### config.mk
export PLATFORM = sky130hd
export DESIGN_NAME = cond_exec_stage
export DESIGN_NICKNAME = d
export VERILOG_FILES = /design/src/rtl/cpu_pkg.sv /design/src/rtl/cond_check.sv /design/src/rtl/cond_exec_stage.sv
export SDC_FILE = /design/constraint.sdc
export NUM_CORES = 1
export LEC_CHECK = 0
export CAP_MARGIN = 40
export CORE_AREA = 5 5 86 107
export CTS_BUF_LIST = sky130_fd_sc_hd__clkbuf_4 sky130_fd_sc_hd__clkbuf_8
export DETAILED_ROUTE_END_ITERATION = 16
export DIE_AREA = 0 0 91 112
export DONT_BUFFER_PORTS = 1
export SLEW_MARGIN = 10
export SYNTH_ARGS = -nofsm -noshare
export SYNTH_HDL_FRONTEND = slang
export SYNTH_HIERARCHICAL = 1
export SYNTH_SLANG_ARGS = --single-unit
### constraint.sdc
create_clock -name clk -period 2.9 [get_ports clk]
set_input_delay 0.58 -clock clk [delete_from_list [all_inputs] [get_ports clk]]
set_output_delay 0.58 -clock clk [all_outputs]
set_load 0.1 [all_outputs]
### src/rtl/cpu_pkg.sv
// Shared types for the execute/memory back end: condition codes, flag indices,
// flag-write select.
package cpu_pkg;

   typedef enum logic [3:0] {
      EQ = 4'h0, NE = 4'h1, CS = 4'h2, CC = 4'h3,
      MI = 4'h4, PL = 4'h5, VS = 4'h6, VC = 4'h7,
      HI = 4'h8, LS = 4'h9, GE = 4'hA, LT = 4'hB,
      GT = 4'hC, LE = 4'hD, AL = 4'hE
   } cond_t;

   localparam int FLAG_N = 3;
   localparam int FLAG_Z = 2;
   localparam int FLAG_C = 1;
   localparam int FLAG_V = 0;

   // nz selects the N,Z pair, cv selects the C,V pair
   typedef struct packed {
      logic nz;
      logic cv;
   } flagwrite_t;

endpackage

### src/rtl/cond_check.sv
// Pure combinational ARM condition evaluator; reusable by any predicated stage.
module cond_check
   import cpu_pkg::*;
(
   input  logic [3:0] CondE,
   input  logic [3:0] Flags,
   output logic       CondExE
);

   logic n, z, c, v;
   assign n = Flags[FLAG_N];
   assign z = Flags[FLAG_Z];
   assign c = Flags[FLAG_C];
   assign v = Flags[FLAG_V];

   // Decode the condition field against the current flags; 4'hF behaves as AL
   always_comb begin
      CondExE = 1'b1;
      case (cond_t'(CondE))
         EQ: CondExE = z;
         NE: CondExE = ~z;
         CS: CondExE = c;
         CC: CondExE = ~c;
         MI: CondExE = n;
         PL: CondExE = ~n;
         VS: CondExE = v;
         VC: CondExE = ~v;
         HI: CondExE = c & ~z;
         LS: CondExE = ~c | z;
         GE: CondExE = (n == v);
         LT: CondExE = (n != v);
         GT: CondExE = ~z & (n == v);
         LE: CondExE = z | (n != v);
         default: CondExE = 1'b1;
      endcase
   end

endmodule

### src/rtl/cond_exec_stage.sv
// Execute-stage back end: NZCV flags register, condition gating of write
// enables, and the E->M pipeline register.
module cond_exec_stage
   import cpu_pkg::*;
#(
   parameter int WIDTH   = 32,
   parameter int RA_BITS = 4
) (
   input  logic               clk,
   input  logic               reset,
   input  logic               StallM,
   input  logic               FlushE,
   input  logic [3:0]         CondE,
   input  logic [1:0]         FlagWriteE,
   input  logic [3:0]         ALUFlags,
   input  logic [WIDTH-1:0]   ALUResultE,
   input  logic [WIDTH-1:0]   WriteDataE,
   input  logic [RA_BITS-1:0] WA3E,
   input  logic               RegWriteE,
   input  logic               MemWriteE,
   input  logic               MemtoRegE,
   input  logic               PCSrcE,
   input  logic               BranchE,
   output logic               CondExE,
   output logic               BranchTakenE,
   output logic [3:0]         Flags,
   output logic [WIDTH-1:0]   ALUResultM,
   output logic [WIDTH-1:0]   WriteDataM,
   output logic [RA_BITS-1:0] WA3M,
   output logic               RegWriteM,
   output logic               MemWriteM,
   output logic               MemtoRegM,
   output logic               PCSrcM
);

   flagwrite_t fw;
   assign fw = flagwrite_t'(FlagWriteE);

   // Condition is evaluated on the registered flags only; no bypass from ALUFlags
   cond_check u_cond (
      .CondE   (CondE),
      .Flags   (Flags),
      .CondExE (CondExE)
   );

   assign BranchTakenE = BranchE & CondExE & ~FlushE;

   // Flags register: stall freezes, flush or a failed condition suppresses the write
   always_ff @(posedge clk) begin
      if (!reset) begin
         Flags <= '0;
      end else if (!StallM && !FlushE && CondExE) begin
         if (fw.nz) begin
            Flags[FLAG_N] <= ALUFlags[FLAG_N];
            Flags[FLAG_Z] <= ALUFlags[FLAG_Z];
         end
         if (fw.cv) begin
            Flags[FLAG_C] <= ALUFlags[FLAG_C];
            Flags[FLAG_V] <= ALUFlags[FLAG_V];
         end
      end
   end

   // E->M register: stall holds, flush inserts a bubble, else load gated control
   always_ff @(posedge clk) begin
      if (!reset) begin
         ALUResultM <= '0;
         WriteDataM <= '0;
         WA3M       <= '0;
         RegWriteM  <= 1'b0;
         MemWriteM  <= 1'b0;
         MemtoRegM  <= 1'b0;
         PCSrcM     <= 1'b0;
      end else if (!StallM) begin
         if (FlushE) begin
            ALUResultM <= '0;
            WriteDataM <= '0;
            WA3M       <= '0;
            RegWriteM  <= 1'b0;
            MemWriteM  <= 1'b0;
            MemtoRegM  <= 1'b0;
            PCSrcM     <= 1'b0;
         end else begin
            ALUResultM <= ALUResultE;
            WriteDataM <= WriteDataE;
            WA3M       <= WA3E;
            RegWriteM  <= RegWriteE & CondExE;
            MemWriteM  <= MemWriteE & CondExE;
            MemtoRegM  <= MemtoRegE;
            PCSrcM     <= PCSrcE & CondExE;
         end
      end
   end

endmodule
==> metrics list, run 1 <==
* Outcome: complete, no violations
- Highest net fanout along the worst path: 5
* Antenna violations before repair: 1
- Setup Viol. Count Final: 0
* Post-cts resize count: 0
* Number of flip-flops and latches in the synthesized netlist: 76
- Ratio of total power to cell area: just over 500 nW/um^2
- Worst slew pin tran: 0.314 ns
* I/O pin total: ~170
* Post-layout worst setup margin: 0.390 ns
- Summed over all layers, the global routing overflow is 0.
- The clock passes through at most 2 buffers.
- Clock-pin slew was measured on the worst setup and hold paths at around 0.070 ns.
- Reg-to-Reg End: RegWriteM$_SDFFE_PN0N_
- Along the worst hold path, the cell count comes to 2.
- Cell area after placement: about 4800 sq um
- The most common cell in the synthesized netlist is sky130_fd_sc_hd__nand2_1.
* Starting density of the core: a little over two fifths
- Detailed-placement wirelength estimate: around 6 mm
* Startpoint of the worst register-to-register path: Flags[0]$_SDFFE_PN0P_
* First-pass GRT wire length: 14.1 mm
- Max Clk Rate: 398 MHz
- Hold violation total from the final report: 0
- The synthesized netlist devotes between 20% and 30% of its cell area to simple gates.
- STA classifies the critical path startpoint as a flip-flop.
- Final TNS setup: 0 ns
- Number of buffers inserted for hold repair after clock tree synthesis: 0
- Syn_area_per_cell: 9.67 sq um
* Stage delay of the slowest cell on the critical path: roughly 0.33 ns
* Pin count of the biggest net entering global routing: between 100 and 150
- After synthesis, the largest family of logic cells by area is simple AND/OR/NAND/NOR gates.
- Total nets after synthesis: approximately 450
* Post-route ant nets: 0
- In the synthesized netlist the dominant register cell turns out to be sky130_fd_sc_hd__dfxtp_1.
* Number of slew-limit violations in the final report: 0
- Syn. warnings: 6
* Parity-gate share of the synthesized area counting xor and xnor cells: less than 1%
* Kind of end point of the critical path: primary output
- Count of input and output buffers: 0
* Number of distinct library cells after synthesis: 27
- The signal on the critical path passes through buf_4 -> a31oi_1 -> o22ai_1 -> a211o_2 -> and3b_2 -> buf_12.
- Post-CTS timing repair inserted 0 buffers for setup.
- Sink count of the clock tree: between 70 and 80
- Share of flip-flops with an asynchronous set or reset: 0%
- Overall power consumption: 2.59 mW
- After detailed routing, the average wire length per cell comes to between 15 and 20 um.
* Last weighted congestion value of the routability-driven placer: 0.687
- Standard cell core area: 8100 sq um
- Data arrival time of the critical path: slightly below 2 ns
- The die covers a little over 10,000 sq um.
* Cell at the slowest stage of the critical path: sky130_fd_sc_hd__dfxtp_2
- The H-tree generated during clock tree synthesis spans 3 levels.
* Portion of the post-synthesis area used by sequential elements: about 43%
- Worst VDD drop: 0.000401 V
- Library cell with the largest summed area after synthesis: sky130_fd_sc_hd__dfxtp_1
- The tool flagged a number of max-cap violations equal to 0.
- The post-route netlist has between 30% and 40% of its cells at a drive strength greater than 1.
* Worst Reg2Reg Path Length in Cells: 7
- The root buffer cell chosen for the clock tree is sky130_fd_sc_hd__clkbuf_8.
- The later pin in the worst-skew pair is clocked with a latency of 0.34 ns.
- Worst setup slack after placement: ~0.63 ns
- The number of clock buffers added by TritonCTS is 9.
- Antenna Diode Count: 0
- Worst clock skew on the final layout: ~0.00046 ns
- Site Rows: 37
- The tightest min-delay check is of the input pin to flip-flop type.
- The via count of the first global-routing pass is 2,767.
- Complex-gate fraction of the synthesized area: 20.8%
* Count of flip-flops with a built-in enable after synthesis: 0
- The area growth from synthesis to layout is 44.0%.
- Vias per cell: ~5.3
- Setup repair after global routing left no endpoint under its margin.
* Share of synthesized area spent on multiplexers: approximately 1.4%
- Before antenna repair, the detailed router went through 4 iterations.
* Post-synthesis share of cell area spent on full adders, half adders and majority gates: 0%
- In the global route stage, overall resource usage came out at 16.9%.
- LEAKAGE: around 1.9 nW
- Worst hold endpoint: Flags[3]$_SDFFE_PN0P_
- Number of standard cells after synthesis: approximately 360
- Nets: between 500 and 600
* Routed WL: 8.84 mm
* Setup slack, reg-to-reg: ~0.80 ns
* Number of vias in the routed layout: approximately 2,800
- Critical Setup Path Class: flip-flop to primary output
- Data required time of the critical path: ~2.3 ns
- Period Utilization, post-route: 86.6%
- Share of the synthesized area in the top cell type: between 40% and 50%
* Die W: 91 um
* Minimum clock period after layout: 2.51 ns
- TritonCTS built the clock tree.
- The die is between 100 and 150 um tall.
- After detailed routing, the number of remaining DRC violations is 0.
- Most numerous cell types in the synthesized netlist: 82 x sky130_fd_sc_hd__nand2_1, 76 x sky130_fd_sc_hd__dfxtp_1, 70 x sky130_fd_sc_hd__or3b_1
- Max_slew headroom: 79.0%
- Min-delay src: ALUFlags[3]
* Cell area after synthesis: 3520 sq um
- For this block, the initial DRC count from the detailed router was ~120.
- After routing the design area is slightly above 5000 sq um.
* Top cells by area in the synthesized netlist: sky130_fd_sc_hd__dfxtp_1 43%, sky130_fd_sc_hd__or3b_1 17%, sky130_fd_sc_hd__a21boi_2 12%
## layout by cell type (no fill, tap or decap)
cell type and instances:
sky130_fd_sc_hd__nand2_1 82, sky130_fd_sc_hd__dfxtp_1 72, sky130_fd_sc_hd__or3b_1 70, sky130_fd_sc_hd__buf_8 54, sky130_fd_sc_hd__a21boi_2 37, sky130_fd_sc_hd__a21boi_1 32, sky130_fd_sc_hd__buf_16 18, sky130_fd_sc_hd__clkbuf_8 10
sky130_fd_sc_hd__mux2i_1 5, sky130_fd_sc_hd__buf_4 5, sky130_fd_sc_hd__dfxtp_2 4, sky130_fd_sc_hd__xnor2_1 4, sky130_fd_sc_hd__nand3_1 3, sky130_fd_sc_hd__o21ai_0 3, sky130_fd_sc_hd__clkinv_2 3, sky130_fd_sc_hd__and4bb_2 2
sky130_fd_sc_hd__bufinv_16 2, sky130_fd_sc_hd__nor2b_1 2, sky130_fd_sc_hd__nor3b_1 2, sky130_fd_sc_hd__a21oi_1 2, sky130_fd_sc_hd__and3b_2 1, sky130_fd_sc_hd__clkbuf_4 1, sky130_fd_sc_hd__buf_12 1, sky130_fd_sc_hd__and3b_1 1
sky130_fd_sc_hd__a22oi_2 1, sky130_fd_sc_hd__a31oi_1 1, sky130_fd_sc_hd__inv_1 1, sky130_fd_sc_hd__o22ai_1 1, sky130_fd_sc_hd__a21o_2 1, sky130_fd_sc_hd__nand2b_1 1, sky130_fd_sc_hd__o32ai_1 1, sky130_fd_sc_hd__a211o_2 1
## layer usage
| layer | global-route usage, % | vias to the layer above | wire, um |
|---|---|---|---|
| met5 | 0 | - | 11 |
| met4 | 7.24 | 2 | 143 |
| met3 | 4.80 | 14 | 644 |
| met2 | 27.4 | 113 | 4360 |
| met1 | 20.9 | 1268 | 3690 |
| li1 | - | 1374 | - |
## area by class of cell
cell class | instances | area, sq um
clock buffers | 11 | 145
clock inverters | 5 | 75.1
fillers | 624 | 3030
inverters | 1 | 3.75
multi-input cells | 253 | 1830
flip-flops and latches | 76 | 1530
well taps | 97 | 121
repair buffers | 78 | 1360
## report_power, final
part / leakage (nW) / switching (mW) / internal, mW
clock: 0.116 / 0.379 / 0.514
sequential: 0.622 / 0.0412 / 1.08
combinational: 1.16 / 0.364 / 0.209
total: 1.90 / 0.784 / 1.81
## sequential cells by signal, indices dropped and copies added, names as in the netlist
name / count
ALUResultM: 32
Flags: 4
MemWriteM: 1
MemtoRegM: 1
PCSrcM: 1
RegWriteM: 1
WA3M: 4
WriteDataM: 32
## metrics by stage
stage	utilization, %	instances	hold slack, ns
6_report	62.6	521	0.370
4_1_cts	62.6	521	0.349
5_1_grt	62.6	521	0.363
3_5_place_dp	59.8	505	0.477
2_1_floorplan	-	364	0.690
3_3_place_gp	43.7	433	0.473
## logic make-up after synthesis
kind of cell / Yosys count
and+or+nand+nor: 164
AOI/OAI and AO/OA: 80
DFF: 76
buffers and inverters: 35
muxes: 5
xor gates and xnor gates: 4
## worst max path at each step
stage / to / depth (start not counted) / startpoint
global route: BranchTakenE / 6 / Flags[0]$_SDFFE_PN0P_
global placement: BranchTakenE / 6 / CondE[3]
detailed placement: BranchTakenE / 6 / CondE[3]
CTS: BranchTakenE / 6 / Flags[0]$_SDFFE_PN0P_
floorplan: BranchTakenE / 5 / Flags[2]$_SDFFE_PN0P_
finish: BranchTakenE / 6 / Flags[0]$_SDFFE_PN0P_
## critical path: cells and delay by family, from the launching register on
kind                   cells  cell delay (ns)
AO/OA/AOI/OAI              3             0.64
AND/OR/NAND/NOR            1             0.22
buffers and inverters      2             0.40
flip-flops                 1             0.33
No activity file was read; power rests on OpenSTA's default activity.
==> run 2: changes to the inputs <==
- CELL_PAD_IN_SITES_DETAIL_PLACEMENT: default -> 0
- CELL_PAD_IN_SITES_GLOBAL_PLACEMENT: default -> 1
- PLACE_DENSITY_LB_ADDON: default -> 0.1
==> run 2 against run 1 <==
  * Critical path depth unchanged
  * Sequential share of layout area decreased by 0.58 points
  * First-iteration DRC count decreased by 28%
  * Combinational power grew 2%
  * Global-route usage grew 0.49 points
  * Sequential cell count is the same
  * Critical path type unchanged
  * Highest routed layer is now met4
==> metrics list, run 2 (synthesized netlist as in run 1, its figures left out) <==
* Outcome: complete, no violations
- The part of the cycle the worst path needs came to 86.4% (-0.13 points).
- The internal power contribution came to 1.67 mW (-7.4%).
* Register clock-pin slew on the reported worst setup and hold paths: 0.08 ns (about the same)
- Uppermost metal layer occupied by signal nets: met4
- STA classifies the critical path startpoint as a flip-flop.
* Die area: 10,200 sq um (unchanged)
- Kind of end point of the critical path: primary output
- I/O pin total: 165 (unchanged)
* Data arrival time of the critical path: 1.93 ns (about the same)
* Site Rows: 37 (unchanged)
- The number of cell instances on the worst register-to-register path was 7 (unchanged).
- The number of I/O port buffers was 0 (unchanged).
* HP Class: input pin to flip-flop
- The met3 layer wire length in the routed design is 641 um (-0.47%).
- The clock network latency to the later pin of the worst-skew pair was 0.33 ns (about the same).
- Critical Setup Path Class: flip-flop to primary output
- Startpoint of the worst register-to-register path: Flags[0]$_SDFFE_PN0P_
- Met2 wirelength from detailed routing: 4.53 mm (+4.1%)
- The maximum cell stage delay along the critical path is 0.33 ns (about the same).
* CP Buf/Inv Count: 2 (unchanged)
* Combinational Power Share: 23.5% (+1.4 points)
- Max Clk Rate: 399 MHz (+0.15%)
- Data required time of the critical path: 2.32 ns (about the same)
- Ratio of total power to cell area: 481 nW/um^2 (-5.8%)
- The via count of the first global-routing pass was 2,870 (+3.7%).
- Max_slew headroom: 79.3% (+0.27 points)
* 1st-pass router iterations: 4 (unchanged)
* Number of inserted filler cells in the final layout: 643 (+3.0%)
* Number of vias in the routed layout: 2,776 (+0.18%)
* Reg-to-Reg End: RegWriteM$_SDFFE_PN0N_
* Number of slew-limit violations in the final report: 0 (unchanged)
- The wire length the detailed router placed on met1 was 3.73 mm (+1.3%).
* Sink count of the clock tree: 76 (unchanged)
* Commonest cells after routing, fill and taps aside: 82 x sky130_fd_sc_hd__nand2_1, 72 x sky130_fd_sc_hd__dfxtp_1, 70 x sky130_fd_sc_hd__or3b_1
- The actual slew at the worst max-slew pin was 0.310 ns (-0.00407 ns).
- In the final layout, the registers with the most flip-flops are ALUResultM: 32 flops, WriteDataM: 32 flops.
- The core region area was 8100 sq um (unchanged).
* Setup Viol. Count Final: 0 (unchanged)
* Power share of the sequential group: 45.3% (+1.9 points)
* Cell area after placement: 4970 sq um (+2.6%)
* Minimum clock period after layout: 2.51 ns (-0.00367 ns)
* Starting density of the core: 43.4% (unchanged)
- The fraction of layout cells with a size suffix above 1 was 33.3% (unchanged).
* Last weighted congestion value of the routability-driven placer: 0.749 (+8.9%)
* GR Overflow Total: 0 (unchanged)
* Last element of the critical path: BranchTakenE
* Critical path startpoint: Flags[0]$_SDFFE_PN0P_
- The setup TNS is 0 ns (unchanged).
- The cell leakage power came to 1.92 nW (+1.2%).
- The clock share of power was 31.2% (-3.3 points).
- CTS H-tree lvls: 3 (unchanged)
- The post-layout worst setup margin was 0.393 ns (+0.00367 ns).
- The worst-case clock buffer depth is 2 (unchanged).
- Highest net fanout along the worst path: 5 (unchanged)
- First-pass GRT wire length: 14.6 mm (+3.2%)
- Fraction of power spent switching nets: 32.8% (+2.5 points)
- The initial antenna violation count came to 0 (-1).
- Clock tree from TritonCTS: built
- The vertical die dimension is 112 um (unchanged).
* Depth of the critical timing path with buffers and inverters included: 6 (unchanged)
- Leaving out fill and tap cells, the most frequent cell in the layout is sky130_fd_sc_hd__nand2_1.
- Pin count of the biggest net entering global routing: 145 (unchanged)
- The number of gates resized after cts was 0 (unchanged).
- Worst setup slack after placement: 0.620 ns (-0.0105 ns)
- Vias per cell: 5.33 (+0.18%)
- The number of antenna diodes came to 0 (unchanged).
* Net Sw Power: 0.816 mW (+4.1%)
- The minimum setup slack among reg-to-reg paths came to 0.80 ns (about the same).
- The detailed placement HPWL came to 6.12 mm (+0.80%).
- The wire length reported by the detailed router came to 9.01 mm (+1.9%).
- The area growth from synthesis to layout is 46.8%.
- Post-route cell area: 5170 sq um (+2.0%)
* Crit path cell chain: buf_4 -> a31oi_1 -> o22ai_1 -> a211o_2 -> and3b_2 -> buf_12
* MaxCap Viol Count: 0 (unchanged)
- Cell at the slowest stage of the critical path: sky130_fd_sc_hd__dfxtp_2
* Nets: 506 (unchanged)
- Avg WL per Cell: 17.3 um (+1.9%)
* Post-route ant nets: 0 (unchanged)
- The x dimension of the die is 91 um (unchanged).
* Number of buffers inserted for hold repair after clock tree synthesis: 0 (unchanged)
- The worst clock skew came to 0.00857 ns (+0.00811 ns).
* Top delay family on crit path: compound AO/OA/AOI/OAI gates
* Smallest hold slack: 0.371 ns (+0.00122 ns)
* Hold violation total from the final report: 0 (unchanged)
- The number of DRC markers in iteration 0 is 84 (-28%).
- Clock tree root buffer cell: sky130_fd_sc_hd__clkbuf_8
- DRC violations left: 0 (unchanged)
- Setup repair after global routing left no endpoint under its margin.
- Setup bufs post-CTS: 0 (unchanged)
* Overall Global Routing Usage: 17.4% (+0.49 points)
- Clock buffers created by TritonCTS: 9 (unchanged)
- Worst VDD drop: 0.000276 V (-31%)
## run 2: cell types whose count changed in the layout (fill, tap and decap cells not counted), sizes merged
cell,before,now
bufinv,2,0
inv,1,3
clkinv,3,2
clkinvlp,0,1
## run 2: per-layer routing
| layer | up-vias | GRT usage [%] |
|---|---|---|
| li1 | 1370 | - |
| met1 | 1296 | 21.0 |
| met2 | 100 | 29.6 |
| met3 | 10 | 5.27 |
| met4 | 0 | 5.28 |
| met5 | - | 0 |
## run 2: worst register-to-register path: cells and delay by family (launching register included)
| kind | cells | cell delay (ns) |
|---|---|---|
| compound gates | 4 | 0.64 |
| buf+inv | 2 | 0.60 |
| simple gates | 1 | 0.44 |
| flops | 1 | 0.34 |
## run 2: worst min path at each step
stage                                           start                           to  slack (ns)  cells past startpoint
after floorplan                 Flags[1]$_SDFFE_PN0P_        Flags[1]$_SDFFE_PN0P_        0.69                      2
final                                     ALUFlags[1]        Flags[1]$_SDFFE_PN0P_        0.37                      2
after global routing                      ALUFlags[1]        Flags[1]$_SDFFE_PN0P_        0.35                      2
after CTS                                 ALUFlags[1]        Flags[1]$_SDFFE_PN0P_        0.35                      2
after global placement          Flags[2]$_SDFFE_PN0P_        Flags[2]$_SDFFE_PN0P_        0.48                      2
after detailed placement  WriteDataM[31]$_SDFFE_PN0N_  WriteDataM[31]$_SDFFE_PN0N_        0.48                      2
## run 2: layout make-up
cell class,instances,area [sq um],area share (%)
clock buffer,11,151,2.93
clock inverter,5,42.5,0.823
inverter,1,3.75,0.0726
multi-input combinational,253,1830,35.5
sequential,76,1530,29.5
tap,97,121,2.35
timing repair buffer,78,1490,28.8
## run 2: stage by stage
stage | power (mW) | utilization (%) | instances
6_report | 2.49 | 63.8 | 521
3_5_place_dp | 1.74 | 61.4 | 505
4_1_cts | 2.52 | 63.8 | 521
5_1_grt | 2.58 | 63.8 | 521
3_3_place_gp | 1.57 | 43.7 | 433
2_1_floorplan | 1.59 | - | 364
## run 2: power by group through the flow
stage	clock network [mW]	registers, mW	logic (mW)
after floorplan	0	1.41	0.184
after global placement	0	1.41	0.160
after detailed placement	0	1.15	0.588
after CTS	0.806	1.13	0.589
after global routing	0.849	1.13	0.604
final	0.776	1.13	0.584
==> run 3: changes to the inputs <==
- CORE_AREA: 5 5 86 107 -> 5 5 87 110
- DIE_AREA: 0 0 91 112 -> 0 0 92 115
- HOLD_SLACK_MARGIN: default -> 0.15
- PLACE_DENSITY_LB_ADDON: 0.1 -> 0.12
- clock period: 2.9 -> 2.1 ns (I/O delays scaled with it)
==> run 3 against run 2 <==
  * The flow now finishes with violations (negative setup slack)
  * Count of clock-buffer cells in the layout rose by 1
  * Largest power group unchanged
  * Via count down 2.2%
  * Sequential share of layout area up 5.7 points
  * Final cell count is 1.5% higher
==> metrics list, run 3 (synthesized netlist as in run 1, its figures left out) <==
* DRC violations left: 0 (unchanged)
- The routed length per instance is 16.3 um (-5.5%).
- Post-route ant nets: 0 (unchanged)
- Leaving out fill and tap cells, the most frequent cells in the layout are 82 x sky130_fd_sc_hd__nand2_1, 79 x sky130_fd_sc_hd__buf_4, 72 x sky130_fd_sc_hd__dfxtp_1.
* Crit path cell chain: and3b_1 -> a22oi_2 -> xnor2_1 -> a211o_4 -> and3b_4 -> buf_12
* GR Overflow Total: 0 (unchanged)
- The all-layer global routing usage is 16.1% (-1.3 points).
- Clock Tree Buf Depth: 2 (unchanged)
- Worst setup slack after placement: 0.111 ns (-0.508 ns)
- Post-layout worst setup margin: -0.135 ns (-0.529 ns)
- The library cell used most frequently in the layout, excluding fill and tap cells, is sky130_fd_sc_hd__nand2_1.
* Worst clock skew on the final layout: 0.00315 ns (-0.00542 ns)
* Minimum clock period after layout: 2.24 ns
* Vias per cell: 5.13 (-3.7%)
* Last element of the critical path: BranchTakenE
- The vertical die dimension is 115 um (+2.7%).
- Pin count of the biggest net entering global routing: 145 (unchanged)
* Critical path startpoint: Flags[2]$_SDFFE_PN0P_
* RSZ-0062 raised after global routing: true
* Reg-to-Reg End: MemWriteM$_SDFFE_PN0N_
- Die area: 10,600 sq um (+3.8%)
- Starting density of the core: 41.6% (-1.9 points)
- The maximum cell stage delay along the critical path is 0.37 ns (+0.04 ns).
* Detailed-placement wirelength estimate: 5.49 mm (-10%)
- LEAKAGE: 1.69 nW (-12%)
- The final cell count without fillers is 529 (+1.5%).
- Final TNS setup: -0.243 ns (-0.243 ns)
- Site Rows: 38 (+2.7%)
* Outcome: finished with violations
- Kind of end point of the critical path: primary output
- Standard cell core area: 8460 sq um (+4.5%)
- Cell at the slowest stage of the critical path: sky130_fd_sc_hd__dfxtp_4
* Nets: 509 (+0.59%)
* Worst VDD drop: 0.000379 V (+37%)
* Drt initial violations: 126 (+50%)
- MaxCap Viol Count: 0 (unchanged)
- The number of iterations in the first detailed-routing pass came to 4 (unchanged).
- The clock network latency to the later pin of the worst-skew pair came to 0.34 ns (about the same).
- Die W: 92 um (+1.1%)
- Worst Reg2Reg Path Length in Cells: 8 (+1)
- Compared with the post-synthesis result, the final layout area differs by 23.8%.
- Data required time of the critical path: 1.68 ns (-0.64 ns)
- The final count of hold timing violations was 0 (unchanged).
- Data arrival time of the critical path: 1.82 ns (-0.11 ns)
- The routability congestion estimate from global placement was 0.706 (-5.7%).
* Register clock-pin slew on the reported worst setup and hold paths: 0.08 ns (about the same)
- HP Class: input pin to flip-flop
* Violations in the final reports: negative setup slack
* Number of slew-limit violations in the final report: 0 (unchanged)
- CTS H-tree lvls: 3 (unchanged)
- Sink count of the clock tree: 76 (unchanged)
- Ratio of total power to cell area: 751 nW/um^2 (+56%)
- The actual slew at the worst max-slew pin was 0.302 ns (-0.00823 ns).
- Max Clk Rate: 447 MHz
* Count of input and output buffers: 0 (unchanged)
- The initial antenna violation count was 3 (+3).
- Setup Viol. Count Final: 2 (+2)
- The area after detailed placement is 4120 sq um (-17%).
- The peak fanout along the critical path was 4 (-1).
* Routed WL: 8.65 mm (-4.0%)
* Final core utilization: 51.5% (-12 points)
- In the finished design, the share of the clock period the worst path needs comes to 106%.
- The largest registers in the layout are ALUResultM: 32 flops, WriteDataM: 32 flops.
- Post-route cell area: 4360 sq um (-16%)
- Fraction of layout instances using a drive strength above 1: 34.4% (+1.2 points)
* Max_slew headroom: 79.9% (+0.55 points)
- The minimum setup slack among reg-to-reg paths came to 0.27 ns (-0.53 ns).
- The worst setup path is launched from a flip-flop.
- The cell sitting at the root of the clock tree is a sky130_fd_sc_hd__clkbuf_8.
* Clock tree from TritonCTS: built
* Clock buffers created by TritonCTS: 9 (unchanged)
- Critical Setup Path Class: flip-flop to primary output
- The first-pass GRT wire length came to 13.5 mm (-7.5%).
- Number of placed instances, taps included: 508 (+0.59%)
- The count of boundary I/O pins was 165 (unchanged).
- Vias in the first global route: 2,578 (-10%)
- In this run the critical register-to-register path is launched from Flags[3]$_SDFFE_PN0P_.
- The via total after detailed routing was 2,714 (-2.2%).
-- run 3: cell types whose count changed in the layout (fill, tap and decap cells not counted), sizes merged --
| cell | before | now |
|---|---|---|
| clkinvlp | 1 | 0 |
| clkbuf | 11 | 12 |
| diode | 0 | 2 |
| buf | 78 | 81 |
| inv | 3 | 2 |
| clkinv | 2 | 3 |
-- run 3: repair_timing --
item                                    in CTS  in global routing
resized for setup                            2                  2
buffers inserted                             3                  0
gates cloned                                 0                  0
hold buffers                                 0                  0
endpoints found under the setup margin       2                  2
pin swaps                                    5                  1
-- run 3: layout make-up --
class                           instances  area (sq um)
Inverter                                1          3.75
Fill cell                             813          4110
Tap cell                              100           125
Timing Repair Buffer                   81           633
Clock inverter                          4          21.3
Sequential cell                        76          1540
Multi-Input combinational cell        253          1870
Clock buffer                           12           165
Antenna cell                            2          5.00
-- run 3: report_power, final --
part	switching, mW	internal, mW	total [mW]
sequential	0.0174	1.49	1.51
clock	0.524	0.521	1.05
combinational	0.518	0.203	0.720
-- run 3: through the flow --
stage | total power, mW | hold WS (ns)
global route | 3.41 | 0.202
floorplan | 2.20 | 0.552
detailed placement | 2.26 | 0.452
CTS | 3.33 | 0.192
global placement | 2.25 | 0.447
finish | 3.27 | 0.208
-- run 3: worst min path at each step --
stage	start	end	slack, ns	depth (start not counted)
6_report	StallM	WA3M[0]$_SDFFE_PN0N_	0.21	2
5_1_grt	StallM	WriteDataM[19]$_SDFFE_PN0N_	0.20	2
4_1_cts	StallM	ALUResultM[16]$_SDFFE_PN0N_	0.19	2
3_5_place_dp	ALUResultM[11]$_SDFFE_PN0N_	ALUResultM[11]$_SDFFE_PN0N_	0.45	2
3_3_place_gp	ALUResultM[12]$_SDFFE_PN0N_	ALUResultM[12]$_SDFFE_PN0N_	0.45	2
2_1_floorplan	ALUFlags[0]	Flags[0]$_SDFFE_PN0P_	0.55	2
-- run 3: worst max-delay path, delay by kind of cell, from the launching register on --
family / cells / cell delay, ns
AO/OA/AOI/OAI: 2 / 0.48
flip-flops: 1 / 0.37
AND/OR/NAND/NOR: 2 / 0.36
buffers and inverters: 1 / 0.16
XOR/XNOR: 1 / 0.11
-- run 3: routing by layer --
layer  part of all wire, %  wire [um]  track usage, %
met5                  0.13         11               0
met4                   2.7        235            8.82
met3                    10        866            6.68
met2                    48       4150            25.8
met1                    39       3390            18.3
